--- config.mk ---
export PLATFORM = sky130hd
export DESIGN_NAME = mult_issue_ctrl
export DESIGN_NICKNAME = d
export VERILOG_FILES = /design/src/rtl/mult_issue_ctrl.sv
export SDC_FILE = /design/constraint.sdc
export NUM_CORES = 1
export LEC_CHECK = 0
export CAP_MARGIN = 25
export CORE_ASPECT_RATIO = 0.8
export CORE_MARGIN = 2
export CORE_UTILIZATION = 44
export DETAILED_ROUTE_END_ITERATION = 8
export PLACE_DENSITY_LB_ADDON = 0.3
export SYNTH_ARGS = -nofsm -noshare
export SYNTH_HDL_FRONTEND = slang
export SYNTH_SLANG_ARGS = --single-unit
export TNS_END_PERCENT = 1
--- constraint.sdc ---
create_clock -name clk -period 10.4 [get_ports clk]
set_clock_uncertainty 0.1 [all_clocks]
set_input_delay 1.04 -clock clk [delete_from_list [all_inputs] [get_ports clk]]
set_output_delay 1.04 -clock clk [all_outputs]
set_load 0.05 [all_outputs]
--- src/rtl/mult_issue_ctrl.sv ---
// mult_issue_ctrl
// Operand-issue / result-capture stage for the 32x32 signed Booth multiplier.
// A request accepted on in_valid/in_ready drives the multiplier operand
// registers and gets a single-cycle start pulse. The block then waits for
// done, returns the selected half of the 64-bit product plus an overflow flag,
// and holds the response until the consumer takes it. A watchdog bounds the
// wait so that a multiplier that never finishes cannot hang the datapath.
//
// Optional feature macro: MUL_ZERO_BYPASS_EN
//   When defined, a request with a zero operand skips the multiplier and is
//   answered with a zero product on the cycle after acceptance.
module mult_issue_ctrl #(
    parameter int TIMEOUT_CYCLES = 128
) (
    input  logic        clk,
    input  logic        rst,
    input  logic        in_valid,
    output logic        in_ready,
    input  logic [31:0] in_a,
    input  logic [31:0] in_b,
    input  logic        in_op,
    output logic        out_valid,
    input  logic        out_ready,
    output logic [31:0] out_data,
    output logic        out_ovf,
    output logic        out_err,
    output logic [31:0] mul_M,
    output logic [31:0] mul_Q,
    output logic        mul_start,
    input  logic [63:0] mul_result,
    input  logic        mul_done
);

    localparam int WD_W = $clog2(TIMEOUT_CYCLES + 1);

    localparam logic [1:0] ST_IDLE  = 2'd0;
    localparam logic [1:0] ST_ISSUE = 2'd1;
    localparam logic [1:0] ST_WAIT  = 2'd2;
    localparam logic [1:0] ST_RESP  = 2'd3;

    localparam logic [WD_W-1:0] WD_ZERO = {WD_W{1'b0}};
    localparam logic [WD_W-1:0] WD_ONE  = WD_W'(1);
    // Last WAIT cycle the watchdog allows; reaching it without done aborts.
    localparam logic [WD_W-1:0] WD_LAST = WD_W'(TIMEOUT_CYCLES - 1);

    logic [1:0]      state_r;
    logic [1:0]      state_nxt_s;
    logic            op_r;
    logic            op_nxt_s;
    logic [WD_W-1:0] wd_r;
    logic [WD_W-1:0] wd_nxt_s;
    logic [31:0]     mul_m_nxt_s;
    logic [31:0]     mul_q_nxt_s;
    logic            start_nxt_s;
    logic            out_valid_nxt_s;
    logic [31:0]     out_data_nxt_s;
    logic            out_ovf_nxt_s;
    logic            out_err_nxt_s;
    logic            zero_req_s;

    // Low word overflows when the high word is not the sign extension of bit 31.
    function automatic logic low_word_ovf(input logic [63:0] p);
        return (p[63:32] != {32{p[31]}});
    endfunction

    // Word requested by the op code: 0 = low word (MUL), 1 = high word (MULH).
    function automatic logic [31:0] select_word(input logic [63:0] p, input logic high);
        logic [31:0] w;
        if (high) begin
            w = p[63:32];
        end else begin
            w = p[31:0];
        end
        return w;
    endfunction

    // Overflow is only meaningful for the low-word result.
    function automatic logic select_ovf(input logic [63:0] p, input logic high);
        logic f;
        if (high) begin
            f = 1'b0;
        end else begin
            f = low_word_ovf(p);
        end
        return f;
    endfunction

`ifdef MUL_ZERO_BYPASS_EN
    assign zero_req_s = (in_a == 32'd0) || (in_b == 32'd0);
`else
    assign zero_req_s = 1'b0;
`endif

    assign in_ready = (state_r == ST_IDLE);

    // Next-state and next-register values for the issue/wait/respond sequence.
    always_comb begin
        state_nxt_s     = state_r;
        op_nxt_s        = op_r;
        wd_nxt_s        = wd_r;
        mul_m_nxt_s     = mul_M;
        mul_q_nxt_s     = mul_Q;
        start_nxt_s     = 1'b0;
        out_valid_nxt_s = out_valid;
        out_data_nxt_s  = out_data;
        out_ovf_nxt_s   = out_ovf;
        out_err_nxt_s   = out_err;

        case (state_r)
            ST_IDLE: begin
                if (in_valid) begin
                    mul_m_nxt_s = in_a;
                    mul_q_nxt_s = in_b;
                    op_nxt_s    = in_op;
                    if (zero_req_s) begin
                        // Product is known to be zero; answer without the multiplier.
                        state_nxt_s     = ST_RESP;
                        out_valid_nxt_s = 1'b1;
                        out_data_nxt_s  = 32'd0;
                        out_ovf_nxt_s   = 1'b0;
                        out_err_nxt_s   = 1'b0;
                    end else begin
                        state_nxt_s = ST_ISSUE;
                        start_nxt_s = 1'b1;
                    end
                end else begin
                    state_nxt_s = ST_IDLE;
                end
            end

            ST_ISSUE: begin
                // done may still be high from the previous op; it is not looked at here.
                wd_nxt_s    = WD_ZERO;
                state_nxt_s = ST_WAIT;
            end

            ST_WAIT: begin
                // wd_r == 0 marks the first WAIT cycle, where done may not yet
                // reflect the clear caused by this op's start pulse.
                if ((wd_r != WD_ZERO) && mul_done) begin
                    state_nxt_s     = ST_RESP;
                    out_valid_nxt_s = 1'b1;
                    out_data_nxt_s  = select_word(mul_result, op_r);
                    out_ovf_nxt_s   = select_ovf(mul_result, op_r);
                    out_err_nxt_s   = 1'b0;
                    wd_nxt_s        = wd_r + WD_ONE;
                end else if (wd_r == WD_LAST) begin
                    state_nxt_s     = ST_RESP;
                    out_valid_nxt_s = 1'b1;
                    out_data_nxt_s  = 32'd0;
                    out_ovf_nxt_s   = 1'b0;
                    out_err_nxt_s   = 1'b1;
                    wd_nxt_s        = wd_r + WD_ONE;
                end else begin
                    state_nxt_s = ST_WAIT;
                    wd_nxt_s    = wd_r + WD_ONE;
                end
            end

            ST_RESP: begin
                if (out_ready) begin
                    out_valid_nxt_s = 1'b0;
                    state_nxt_s     = ST_IDLE;
                end else begin
                    state_nxt_s = ST_RESP;
                end
            end

            default: begin
                state_nxt_s     = ST_IDLE;
                out_valid_nxt_s = 1'b0;
            end
        endcase
    end

    // State, operand, start and response registers; reset abandons any op in flight.
    always_ff @(posedge clk or posedge rst) begin
        if (rst) begin
            state_r   <= ST_IDLE;
            op_r      <= 1'b0;
            wd_r      <= WD_ZERO;
            mul_M     <= 32'd0;
            mul_Q     <= 32'd0;
            mul_start <= 1'b0;
            out_valid <= 1'b0;
            out_data  <= 32'd0;
            out_ovf   <= 1'b0;
            out_err   <= 1'b0;
        end else begin
            state_r   <= state_nxt_s;
            op_r      <= op_nxt_s;
            wd_r      <= wd_nxt_s;
            mul_M     <= mul_m_nxt_s;
            mul_Q     <= mul_q_nxt_s;
            mul_start <= start_nxt_s;
            out_valid <= out_valid_nxt_s;
            out_data  <= out_data_nxt_s;
            out_ovf   <= out_ovf_nxt_s;
            out_err   <= out_err_nxt_s;
        end
    end

endmodule

==> results by group, run 1 <==
Synth
  • Synth top area cells: dfrtp_1 (58%), mux2_2 (15%), mux2i_1 (6.8%)
  • Synth Register Bits: 111
  • Synth unique cells: 37
  • Asr flop ratio synth: 100%
  • Synth warn: 0
  • Ys flop type: dfrtp_1
  • Area leader, netlist: dfrtp_1
  • Synth top cells by count: dfrtp_1 (111), mux2_2 (65), nand2_1 (49), mux2i_1 (33), o21ai_1 (32)
  • Gate count of the mapped netlist: 392
  • Synth top area share: between 50% and 60%
  • Count leader, synth: dfrtp_1
  • Post-synth EDFFs: 0
  • Register area share after synthesis: a little under three fifths
  • Mean Syn Cell Area: 12.3 um2
  • Synth Cell Area: 4830 um2
  • Post-Syn Nets: 531

Setup path
  • Crit path buf inv count: 2
  • Reg2Reg Depth: 5
  • Slowest-stage cell, CP: clkdlybuf4s50_1
  • Critical path origin: state_r[0]$_DFF_PP0_
  • Arr. time, crit path: about 1.8 ns
  • WP data required: 9.26 ns
  • Worst setup EP type: primary output
  • Worst-path fanout max: 3
  • Setup CP Type: flop to primary output
  • Stages on worst setup path: 3
  • FF-to-FF Start: state_r[0]$_DFF_PP0_
  • CP delay by family, top: buffers and inverters
  • Cell Chain, Critical Path: inv_1 -> ha_1 -> clkdlybuf4s50_1
  • Startpoint Class: flop
  • Max stage delay on crit path: 0.82 ns

Global routing
  • Pin count of the biggest net entering global routing: 63
  • First-pass GRT wire length: about 20 mm
  • Number of global-route vias before repair: 3967
  • Grt ovf: 0
  • Gr usage total: 21.2%
  • Initial antenna violation count: 0

Place
  • IO Port Bufs: 234
  • Area after DPL: between 7000 and 8000 um2
  • Post-Place Worst Slack: 7.34 ns
  • GPL Wtd Cong: 0.809
  • Placed Cells: approximately 750
  • Detail Placement HPWL: 9.45 mm

Clocking
  • Skew-Pair Late Insertion Delay: between 0.3 and 0.4 ns
  • CTS root buf: clkbuf_16
  • Reg clk slew, reported paths: 0.07 ns
  • Clock Sinks: about 110
  • CTS buffer count: 9
  • Post-CTS Resized: 0
  • H-Tree Level Count: 3
  • CTS Hold Bufs: 0
  • Deepest clock path buffer count: 2
  • Postcts setup bufs: 0
  • CTS tree: built

Drt
  • DR vias/cell: 5.06
  • Drt first-iter violations: between 200 and 250
  • Wirelength, routed: 12.6 mm
  • Post-DRT Antenna Nets: 0
  • Routed vias: 3861
  • DR WL/cell: 16.5 um
  • DR pass1 iterations: 5
  • Drt drc: 0

Timing
  • Final Hold Viols: 0
  • Fin crit share: 28.5%
  • Slew @ Worst Pin: 1.00 ns
  • TNS Setup: 0 ns
  • RSZ-0062 raised after global routing: no
  • Fin worst setup slack: roughly 7.4 ns
  • Final Setup Violations: 0
  • Clock period minus worst slack: ~3 ns
  • Peak Freq: 337 MHz
  • Slew Limit Fails: 0
  • Relative slew slack: 33.2%

Worst hold path
  • Worst Hold Path Cells: 2
  • Min-delay worst type: flop to flop
  • Worst hold start: out_data[5]$_DFFE_PP0P_

Layout
  • Area of the multi-input gates: 1900 um2
  • # fillers: 802
  • N_diodes: 0
  • Share of cells above drive strength 1: ~15%
  • Final Cell Area: 7520 um2
  • Area taken by flip-flops and latches: between 2000 and 3000 um2
  • Layout Cells excl Fill: 763
  • Nets: around 760
  • P&R area growth vs syn: 55.8%

Floorplan
  • Core area: 10800 um2
  • Starting density of the core: 44.9%
  • Die area: 11800 um2
  • Die Wd: 121 um
  • Die height: 97.7 um
  • # IOs: 235
  • # rows: 34

Power
  • Cell Pwr Density: about 350 nW/um2
  • VDD IR max: 251 uV
  • Leakage power: ~0.0032 uW
  • Power Total: roughly 2700 uW

Flow run
  • Max-cap viol count: 0

Run status
  • Status: completed
## layout make-up
| class | instances | area share, % |
|---|---|---|
| clock buffer | 10 | 3.18 |
| multi-input combinational | 252 | 25.2 |
| inverter | 8 | 0.433 |
| timing repair buffer | 236 | 31.3 |
| clock inverter | 2 | 0.466 |
| tap | 144 | 2.40 |
| sequential | 111 | 37.0 |
## path summary, 6_finish.rpt
| path | to | slack, ns |
|---|---|---|
| setup / recovery | in_ready | 7.43 |
| hold / removal | out_data[5]$_DFFE_PP0P_ | 0.38 |
| setup reg to reg | mul_M[4]$_DFFE_PP0P_ | 8.16 |
| hold reg to reg | out_data[5]$_DFFE_PP0P_ | 0.38 |
| max in group asynchronous | op_r$_DFFE_PP0P_ | 7.93 |
| min in group asynchronous | mul_Q[19]$_DFFE_PP0P_ | 1.07 |
## cells by family (layout without fill, tap and decap cells)
group                    after synthesis  count (layout)  synth area share [%]
flip-flops                           111             111                  57.5
AO/OA/AOI/OAI                         52              52                  6.07
XOR/XNOR                               2               2                 0.363
buffers and inverters                 29             256                  3.19
multiplexers                          98              98                  22.0
AND/OR/NAND/NOR                       95              95                  9.54
adder cells (fa/ha/maj)                5               5                  1.30
## power by group
group / total (uW) / internal [uW] / switching, uW
registers: 777 / 637 / 140
logic: 1560 / 581 / 983
clock network: 328 / 188 / 140
total: 2670 / 1410 / 1260
## cell usage in the layout (no fill, tap or decap), types with 2 or more instances in the layout
master / n
ha_1: 5
buf_4: 2
o21ai_1: 32
o21ai_0: 8
nor2b_1: 2
dfrtp_1: 110
inv_1: 7
nand3_1: 7
nor2_1: 8
nand4_1: 5
a31oi_1: 4
nor3_1: 12
clkdlybuf4s50_1: 234
clkbuf_16: 9
mux2_2: 65
mux2i_1: 33
xnor2_1: 2
nor4_1: 5
nand2_1: 49
## through the flow
| stage | hold slack, ns | util (%) |
|---|---|---|
| 2_1_floorplan | 0.390 | - |
| 5_1_grt | 0.415 | 69.9 |
| 3_3_place_gp | 0.367 | 67.3 |
| 6_report | 0.385 | 69.9 |
| 3_5_place_dp | 0.376 | 67.3 |
| 4_1_cts | 0.390 | 69.9 |
## worst min-delay path, cell delays in order (launching register included)
cell and delay, ns:
dfrtp_1 0.34, nand2_1 0.05, o21ai_1 0.06
## metal layers
layer / global-route usage, % / routed length [um] / vias up
li1: - / - / 1825
met1: 26.0 / 5130 / 1883
met2: 37.3 / 6550 / 133
met3: 4.58 / 653 / 20
met4: 6.35 / 274 / 0
met5: 0 / 0 / -
## registers in the layout (all words and copies together), names as in the netlist
signal     count
state_r        2
wd_r           8
mul_Q         32
out_valid      1
op_r           1
out_data      32
out_err        1
mul_start      1
mul_M         32
out_ovf        1
Power figures use the tool's default switching activity.
==> run 2, diff against run 1 <==
--- a/config.mk
+++ b/config.mk
@@ -8,7 +8,7 @@
 export CAP_MARGIN = 25
 export CORE_ASPECT_RATIO = 0.8
 export CORE_MARGIN = 2
-export CORE_UTILIZATION = 44
+export CORE_UTILIZATION = 37
 export DETAILED_ROUTE_END_ITERATION = 8
 export PLACE_DENSITY_LB_ADDON = 0.3
 export SYNTH_ARGS = -nofsm -noshare
==> constraint.sdc (replaced) <==
create_clock -name clk -period 2.48 [get_ports clk]
set_clock_uncertainty 0.1 [all_clocks]
set_input_delay 0.248 -clock clk [delete_from_list [all_inputs] [get_ports clk]]
set_output_delay 0.248 -clock clk [all_outputs]
set_load 0.05 [all_outputs]
==> run 2 against run 1 <==
Effect of this change: via count grew 0.31%; critical endpoint is now out_valid$_DFFE_PP0P_; total power grew to 4.2 times the previous value; largest cell class unchanged; non-clock buffer count is 5 higher.
==> results by group, run 2 (synthesis gave the netlist of run 1 again) <==
Floorplan
  • Die area: 14000 um2 (+18%)
  • Die Wd: 132 um (+8.7%)
  • Starting density of the core: 37.8% (-7.1 points)
  • # IOs: 235 (unchanged)
  • Core area: 12800 um2 (+19%)
  • Die height: 106 um (+8.7%)
  • # rows: 37 (+8.8%)

Setup path
  • WP data required: 2.65 ns (-6.61 ns)
  • Startpoint Class: flop
  • Worst-path fanout max: 34 (+31)
  • Setup CP Type: flop to flop
  • Worst setup EP type: flop
  • Arr. time, crit path: 2.43 ns (+0.60 ns)

Place
  • Placed Cells: 787 (+4.8%)
  • IO Port Bufs: 234 (unchanged)
  • Detail Placement HPWL: 9.79 mm (+3.6%)
  • Post-Place Worst Slack: 0.211 ns (-7.13 ns)
  • GPL Wtd Cong: 0.877 (+8.4%)
  • Area after DPL: 7350 um2 (+1.4%)

Layout
  • Commonest non-fill, non-tap cell in the layout: clkdlybuf4s50_1
  • Most frequent cells in the layout: clkdlybuf4s50_1 (234), dfrtp_1 (110), mux2_2 (65)
  • Layout Cells excl Fill: 803 (+5.2%)
  • P&R area growth vs syn: 58.2%
  • Biggest regs: mul_M x32, mul_Q x32, out_data x32
  • Nets: 762 (+0.66%)
  • N_diodes: 0 (unchanged)
  • Final Cell Area: 7640 um2 (+1.6%)
  • Share of cells above drive strength 1: 15.8% (+1.2 points)

Timing
  • Fin worst setup slack: 0.218 ns (-7.21 ns)
  • Slew @ Worst Pin: 0.837 ns (-0.165 ns)
  • RSZ-0062 raised after global routing: no
  • Final Setup Violations: 0 (unchanged)
  • Peak Freq: 442 MHz
  • TNS Setup: 0 ns (unchanged)
  • Smallest hold slack: 0.236 ns (-0.149 ns)
  • Final Hold Viols: 0 (unchanged)
  • Relative slew slack: 44.1% (+11 points)
  • Slew Limit Fails: 0 (unchanged)
  • Fin crit share: around nine tenths
  • Clock period minus worst slack: roughly 2.3 ns

Clocking
  • Clock Sinks: 111 (unchanged)
  • Postcts setup bufs: 0 (unchanged)
  • CTS root buf: clkbuf_16
  • Post-CTS Resized: 0 (unchanged)
  • CTS buffer count: 9 (unchanged)
  • Reg clk slew, reported paths: 0.08 ns (about the same)
  • CTS Hold Bufs: 0 (unchanged)
  • Deepest clock path buffer count: 2 (unchanged)
  • Skew-Pair Late Insertion Delay: 0.34 ns (about the same)
  • CTS tree: built
  • H-Tree Level Count: 3 (unchanged)

Global routing
  • Grt ovf: 0 (unchanged)
  • First-pass GRT wire length: 20.9 mm (+4.8%)
  • Number of global-route vias before repair: 4106 (+3.5%)
  • Initial antenna violation count: 0 (unchanged)
  • Pin count of the biggest net entering global routing: 48 (-24%)
  • Gr usage total: 18.7% (-2.5 points)

Power
  • Cell Pwr Density: 1470 nW/um2 (+320%)
  • VDD IR max: 780 uV (+210%)
  • Leakage power: 0.00319 uW (+1.2%)

Flow run
  • Max-cap viol count: 0 (unchanged)

Drt
  • Drt first-iter violations: 111 (-45%)
  • DR pass1 iterations: 4 (-1)
  • Drt drc: 0 (unchanged)
  • Wirelength, routed: 12.8 mm (+1.8%)
  • DR WL/cell: 16.0 um (-3.2%)
  • DR vias/cell: 4.82 (-4.7%)
  • Routed vias: 3873 (+0.31%)
  • Post-DRT Antenna Nets: 0 (unchanged)

Worst hold path
  • Min-delay worst type: input port to async pin

Run status
  • Status: completed
## run 2: cell types whose count changed in the layout (fill, tap and decap cells not counted)
cell and change:
buf_12 +2, buf_4 +3, bufinv_16 -1, clkbuf_8 -1
clkinv_4 +2, clkinv_8 +1, clkinvlp_4 +1, inv_4 -1
inv_6 +3
## run 2: final timing paths
kind                       depth (start not counted)                        to  slack (ns)                      from
max in group asynchronous                          3     mul_M[14]$_DFFE_PP0P_        1.38                       rst
min in group clk                                   2  out_data[12]$_DFFE_PP0P_        0.39  out_data[12]$_DFFE_PP0P_
max reg2reg                                        7     out_valid$_DFFE_PP0P_        0.22       wd_r[0]$_DFFE_PP0P_
max                                                7     out_valid$_DFFE_PP0P_        0.22       wd_r[0]$_DFFE_PP0P_
min                                                2     mul_Q[14]$_DFFE_PP0P_        0.24                       rst
min reg2reg                                        2  out_data[12]$_DFFE_PP0P_        0.39  out_data[12]$_DFFE_PP0P_
## run 2: critical path, stage by stage (launching register included)
cell and delay [ns]:
dfrtp_1 0.40, inv_1 0.11, ha_1 0.16, nor4b_2 0.27, a21oi_2 0.15, nor2_4 0.68
a21boi_1 0.16, o22ai_1 0.17
## run 2: power by group
group | switching (uW) | total (uW) | internal [uW]
logic | 4210 | 6670 | 2460
registers | 518 | 3190 | 2670
clock network | 694 | 1400 | 704
total | 5420 | 11300 | 5830
## run 2: area by class of cell
type                    count  area (um2)
clock buffers               9         225
clock inverters             7        65.1
fillers                  1025        5140
inverters                   8        33.8
multi-input cells         252        1900
flip-flops and latches    111        2780
well taps                 175         219
repair buffers            241        2420
## run 2: routing by layer
layer,wire length [um],up-vias,GRT usage (%)
li1,-,1851,-
met1,5690,1825,23.9
met2,5940,179,30.7
met3,983,18,6.01
met4,230,0,5.43
met5,0,-,0
## run 2: per-stage QoR
stage | power, uW | utilization (%)
final | 11300 | 59.8
after global routing | 11800 | 59.8
after CTS | 11400 | 59.8
after detailed placement | 9930 | 57.5
after global placement | 9800 | 57.5
after floorplan | 7600 | -
